--- config.mk ---
export PLATFORM = sky130hd
export DESIGN_NAME = imem_loader
export DESIGN_NICKNAME = d
export VERILOG_FILES = /design/src/rtl/imem_loader.sv
export SDC_FILE = /design/constraint.sdc
export NUM_CORES = 1
export LEC_CHECK = 0
export CAP_MARGIN = 20
export CORE_MARGIN = 2
export CORE_UTILIZATION = 46
export DETAILED_ROUTE_END_ITERATION = 10
export GPL_ROUTABILITY_DRIVEN = 0
export HOLD_SLACK_MARGIN = 0.06
export PLACE_DENSITY = 0.75
export SYNTH_ARGS = -nofsm -noshare
export SYNTH_HDL_FRONTEND = slang
export SYNTH_SLANG_ARGS = --single-unit
--- constraint.sdc ---
create_clock -name i_clock -period 1.5 [get_ports i_clock]
set_input_delay 0.225 -clock i_clock [delete_from_list [all_inputs] [get_ports i_clock]]
set_output_delay 0.225 -clock i_clock [all_outputs]
set_load 0.1 [all_outputs]
--- src/rtl/imem_loader.sv ---
// Program loader for the instruction memory: packs a big-endian byte stream into
// 32-bit words and writes them at consecutive (wrapping) addresses. Optional macro: CHECKSUM_EN.
module imem_loader #(
  parameter int ADDR_WIDTH = 5,
  parameter int DATA_WIDTH = 32
) (
  input  logic                  i_clock,
  input  logic                  i_reset,
  input  logic                  i_start,
  input  logic [ADDR_WIDTH-1:0] i_base_addr,
  input  logic [ADDR_WIDTH-1:0] i_load_len,
  input  logic [7:0]            i_byte_in,
  input  logic                  i_byte_valid,
  output logic                  o_byte_ready,
  output logic                  o_mem_mode,
  output logic                  o_mem_write_enable,
  output logic [ADDR_WIDTH-1:0] o_mem_addr,
  output logic [DATA_WIDTH-1:0] o_mem_data_in,
  output logic                  o_busy,
  output logic                  o_done,
  output logic                  o_error,
  output logic [1:0]            o_state
);

  // Handshake: a byte transfers on a posedge where i_byte_valid && o_byte_ready;
  // the source holds i_byte_in stable until then, and ready never depends on valid.
  typedef enum logic [1:0] {
    IDLE  = 2'd0,
    RECV  = 2'd1,
    WRITE = 2'd2
`ifdef CHECKSUM_EN
    ,CHECK = 2'd3
`endif
  } state_t;

  state_t                r_state, w_state;
  logic                  r_byte_ready, w_byte_ready;
  logic                  r_mem_mode, w_mem_mode;
  logic                  r_we, w_we;
  logic [ADDR_WIDTH-1:0] r_addr, w_addr;
  logic [DATA_WIDTH-1:0] r_data, w_data;
  logic                  r_busy, w_busy;
  logic                  r_done, w_done;
  logic                  r_error, w_error;
  logic [ADDR_WIDTH-1:0] r_base, w_base;
  logic [ADDR_WIDTH-1:0] r_len, w_len;
  logic [ADDR_WIDTH-1:0] r_word_idx, w_word_idx;
  logic [1:0]            r_byte_cnt, w_byte_cnt;
  logic [23:0]           r_shift, w_shift;
  logic                  w_xfer;
  logic [ADDR_WIDTH-1:0] w_last_idx;
`ifdef CHECKSUM_EN
  logic [7:0]            r_csum, w_csum;
`endif

  assign w_xfer     = i_byte_valid && r_byte_ready;
  // len==0 wraps to all-ones here, which is exactly the 2**ADDR_WIDTH-word case.
  assign w_last_idx = r_len - ADDR_WIDTH'(1);

  always_comb begin
    w_state      = r_state;
    w_byte_ready = r_byte_ready;
    w_mem_mode   = r_mem_mode;
    w_we         = 1'b0;
    w_addr       = r_addr;
    w_data       = r_data;
    w_busy       = r_busy;
    w_done       = r_done;
    w_error      = r_error;
    w_base       = r_base;
    w_len        = r_len;
    w_word_idx   = r_word_idx;
    w_byte_cnt   = r_byte_cnt;
    w_shift      = r_shift;
`ifdef CHECKSUM_EN
    w_csum       = r_csum;
`endif
    case (r_state)
      IDLE: begin
        if (i_start) begin
          w_base       = i_base_addr;
          w_len        = i_load_len;
          w_done       = 1'b0;
          w_error      = 1'b0;
          w_word_idx   = '0;
          w_byte_cnt   = '0;
          w_busy       = 1'b1;
          w_mem_mode   = 1'b0;
          w_byte_ready = 1'b1;
          w_state      = RECV;
`ifdef CHECKSUM_EN
          w_csum       = '0;
`endif
        end
      end
      RECV: begin
        if (w_xfer) begin
          w_shift    = {r_shift[15:0], i_byte_in};
          w_byte_cnt = r_byte_cnt + 2'd1;
`ifdef CHECKSUM_EN
          w_csum     = r_csum ^ i_byte_in;
`endif
          if (r_byte_cnt == 2'd3) begin
            w_state      = WRITE;
            w_byte_ready = 1'b0;
            w_we         = 1'b1;
            w_addr       = r_base + r_word_idx;
            w_data       = {r_shift, i_byte_in};
          end
        end
      end
      WRITE: begin
        if (r_word_idx == w_last_idx) begin
`ifdef CHECKSUM_EN
          w_state      = CHECK;
          w_byte_ready = 1'b1;
`else
          w_state      = IDLE;
          w_done       = 1'b1;
          w_busy       = 1'b0;
          w_mem_mode   = 1'b1;
`endif
        end else begin
          w_word_idx   = r_word_idx + ADDR_WIDTH'(1);
          w_byte_cnt   = '0;
          w_byte_ready = 1'b1;
          w_state      = RECV;
        end
      end
`ifdef CHECKSUM_EN
      CHECK: begin
        if (w_xfer) begin
          w_error      = (i_byte_in != r_csum);
          w_done       = 1'b1;
          w_busy       = 1'b0;
          w_mem_mode   = 1'b1;
          w_byte_ready = 1'b0;
          w_state      = IDLE;
        end
      end
`endif
      default: begin
        w_state      = IDLE;
        w_byte_ready = 1'b0;
        w_mem_mode   = 1'b1;
        w_busy       = 1'b0;
      end
    endcase
  end

  always_ff @(posedge i_clock) begin
    if (!i_reset) begin
      r_state      <= IDLE;
      r_byte_ready <= 1'b0;
      r_mem_mode   <= 1'b1;
      r_we         <= 1'b0;
      r_addr       <= '0;
      r_data       <= '0;
      r_busy       <= 1'b0;
      r_done       <= 1'b0;
      r_error      <= 1'b0;
      r_base       <= '0;
      r_len        <= '0;
      r_word_idx   <= '0;
      r_byte_cnt   <= '0;
      r_shift      <= '0;
`ifdef CHECKSUM_EN
      r_csum       <= '0;
`endif
    end else begin
      r_state      <= w_state;
      r_byte_ready <= w_byte_ready;
      r_mem_mode   <= w_mem_mode;
      r_we         <= w_we;
      r_addr       <= w_addr;
      r_data       <= w_data;
      r_busy       <= w_busy;
      r_done       <= w_done;
      r_error      <= w_error;
      r_base       <= w_base;
      r_len        <= w_len;
      r_word_idx   <= w_word_idx;
      r_byte_cnt   <= w_byte_cnt;
      r_shift      <= w_shift;
`ifdef CHECKSUM_EN
      r_csum       <= w_csum;
`endif
    end
  end

  assign o_byte_ready       = r_byte_ready;
  assign o_mem_mode         = r_mem_mode;
  assign o_mem_write_enable = r_we;
  assign o_mem_addr         = r_addr;
  assign o_mem_data_in      = r_data;
  assign o_busy             = r_busy;
  assign o_done             = r_done;
  assign o_error            = r_error;
  assign o_state            = r_state;

endmodule

==> run metrics <==
Hold Slack=408 ps; FF-to-FF End=r_word_idx[3]; Clock Skew=approximately 7.3 ps; num rows=31; vias in the first global route=around 3200; CTS Buf Count=9; Comb power frac=about a tenth; crit path DAT=roughly 2100 ps; Overall Global Routing Usage=between 20% and 30%; Hold Startpoint=i_load_len[1]; failing checks=negative setup slack; Layout area overhead=50.8%; Post-synth EDFFs=0; Reg clk slew, reported paths=around 90 ps; Tmin final=1770 ps; Sequential Power Share=around 50%; Synth Cell Area=between 0.003 and 0.004 sq mm; Port-buffer cells=65; worst min-delay path class=in -> reg; share of the synthesized area in the top cell type=48.9%; die area=approximately 0.0083 sq mm; pre-CTS WS=-274 ps; initial antenna violation count=0; hold buffer count at cts=0; cell taking the most area after synthesis=dfxtp_1; Net Sw Frac=25.3%; YS warnings=0; initial cell density of the core=between 40% and 50%; drt wl/cell=between 10 and 15 um; routed vias=~3100; main flop type after synthesis=dfxtp_1; Clock Sinks=85; Yosys cell types=46; fin. max-slew vios=0; Crit. Startpoint=r_len[0]; diodes inserted=0; hold depth=3; Core Region=between 0.007 and 0.008 sq mm; DRC Markers=0; setup ws final=-270 ps; Layout Nets=between 500 and 600; pin count of the biggest net entering global routing=38; H-tree depth=3; worst r2r src=r_len[0]; upper clock frequency limit=about 0.57 GHz; unrepaired setup endpoints after global routing=true; flops & latches, synth=85; CTS Root Cell=clkbuf_8; top cells by area, synth=dfxtp_1 49%, nand2_1 15%, a21oi_1 9.3%, a21oi_2 2.5%, ha_1 2.5%; CP endpoint kind=flip-flop; CTS tree=built; reg-to-reg slack, setup=-270 ps; drt first-iter violations=around 150; Post-DP HPWL=5.79 mm; first drt pass iteration count=4; peak supply drop=~0.63 mV; period utilization=118%; static leakage=1.99 nW; outcome=finished, violations left; clock share of power=between 30% and 40%; WP data required=around 1800 ps; fillers=around 540; Pint=~3.5 mW; syn_area_per_cell=between 8 and 9 sq um; crit start category=flip-flop; Die X=about 91 um; Die Ht=just over 90 um; Power Density=around 880 mW/mm^2; Worst Path Max Fanout=7; Final Hold Fails=0; Synth Instances=421; Net Count, Synth=between 400 and 500; Top Ports=67; CP Class=reg -> reg; Via density=between 5 and 6; switching pwr=1.17 mW; Final Setup Violations=13; sequential share of the synthesized area=48.9%; Routed Antenna Nets=0; first-pass GRT wire length=~14 mm; deepest clock path buffer count=2; post-synthesis async set-or-reset flop share=0%; Worst Hold End=r_len[1]; layout cell share with drive strength beyond 1=29.3%; worst-skew pair later-pin latency=approximately 360 ps; grt ovf=0; total length of routed wires=8.61 mm; Reg2Reg Depth=7; max cap viols=0
-- final cells by class --
cell class	instances	area, sq um	area share, %
inverter	10	37.5	0.715
timing repair buffer	97	1420	27.1
clock inverter	7	105	2.00
multi-input combinational	300	1720	32.7
sequential	85	1720	32.8
clock buffer	9	124	2.36
tap	99	124	2.36
-- state kept, by name (all words and copies together) (netlist names), 2 cells and up --
| register | flops |
|---|---|
| o_mem_data_in | 32 |
| r_shift | 24 |
| o_mem_addr | 5 |
| r_base | 5 |
| r_len | 5 |
| r_word_idx | 5 |
| o_state | 2 |
| r_byte_cnt | 2 |
-- worst max-delay path: stages (launching register included) --
cell and delay [ps]:
dfxtp_2 350, inv_2 50, ha_4 250, xor2_1 150, o211a_1 240, o2111ai_4 210, a31oi_2 300, a41o_1 140
-- metrics by stage --
stage	cell area, sq um	setup TNS [ps]	power [mW]	util [%]	std cells
floorplan	3510	-3030	2.61	-	421
CTS	5200	-928	4.62	71.3	607
finish	5250	-1800	4.62	72.0	607
global placement	4890	-12700	2.79	67.1	590
global route	5250	-2980	4.79	72.0	607
detailed placement	4890	-14070	2.80	67.1	590
-- worst max path at each step --
stage,depth (start not counted),end,slack [ps]
2_1_floorplan,8,o_mem_data_in[11],-120
3_3_place_gp,7,o_mem_addr[1],-230
3_5_place_dp,7,o_mem_data_in[31],-270
4_1_cts,7,o_busy,-150
5_1_grt,7,r_word_idx[3],-350
6_report,7,r_word_idx[3],-270
-- routing by layer --
metal	global-route usage [%]	share of wire, %
met3	3.82	3.3
met2	38.1	53
met4	7.32	2.1
met5	0	0
met1	24.6	42
-- cell families after synthesis --
logic type / count (synthesis) / synth area share (%)
flip-flops: 85 / 48.9
other: 1 / 0.108
AO/OA/AOI/OAI: 101 / 17.5
AND/OR/NAND/NOR: 178 / 21.8
XOR/XNOR: 10 / 2.52
adder cells (fa/ha/maj): 8 / 3.09
buffers and inverters: 36 / 5.46
multiplexers: 2 / 0.575
-- timing repair --
item / in CTS / in global routing
pin swaps: 15 / 8
endpoints found under the setup margin: 13 / 15
gates resized for setup: 17 / 11
setup buffers: 1 / 0
gates cloned: 0 / 0
-- synth_stat cells (3+ instances only) --
library cell	number
xnor2_1	6
dfxtp_1	85
buf_2	7
xor2_1	4
a21oi_2	10
a31oi_1	5
nand2_1	136
clkbuf_1	13
buf_4	3
nand2_2	10
a211oi_1	3
nand3_1	5
nor2_1	11
ha_1	7
inv_1	9
o21ai_0	4
a21oi_1	65
-- power by group through the flow --
stage	combinational, mW	sequential [mW]	clock [mW]
after floorplan	0.169	2.44	0
after global placement	0.425	2.37	0
after detailed placement	0.430	2.37	0
after CTS	0.449	2.32	1.85
after global routing	0.499	2.32	1.97
final	0.466	2.32	1.83
-- cell usage in the layout, fill, tap and decap left out, types with 3 or more instances in the layout --
master / instances
nand2_1: 136
dfxtp_1: 76
a21oi_1: 62
buf_12: 51
buf_4: 24
clkdlybuf4s50_1: 21
a21oi_2: 13
nor2_1: 11
nand2_2: 10
clkbuf_8: 9
inv_2: 5
inv_1: 5
ha_1: 5
dfxtp_2: 5
xnor2_1: 4
a31oi_1: 4
dfxtp_4: 4
xor2_1: 3
nand3_1: 3
o21ai_0: 3
a211oi_1: 3
Note: power is estimated with default switching activity, not from simulation.
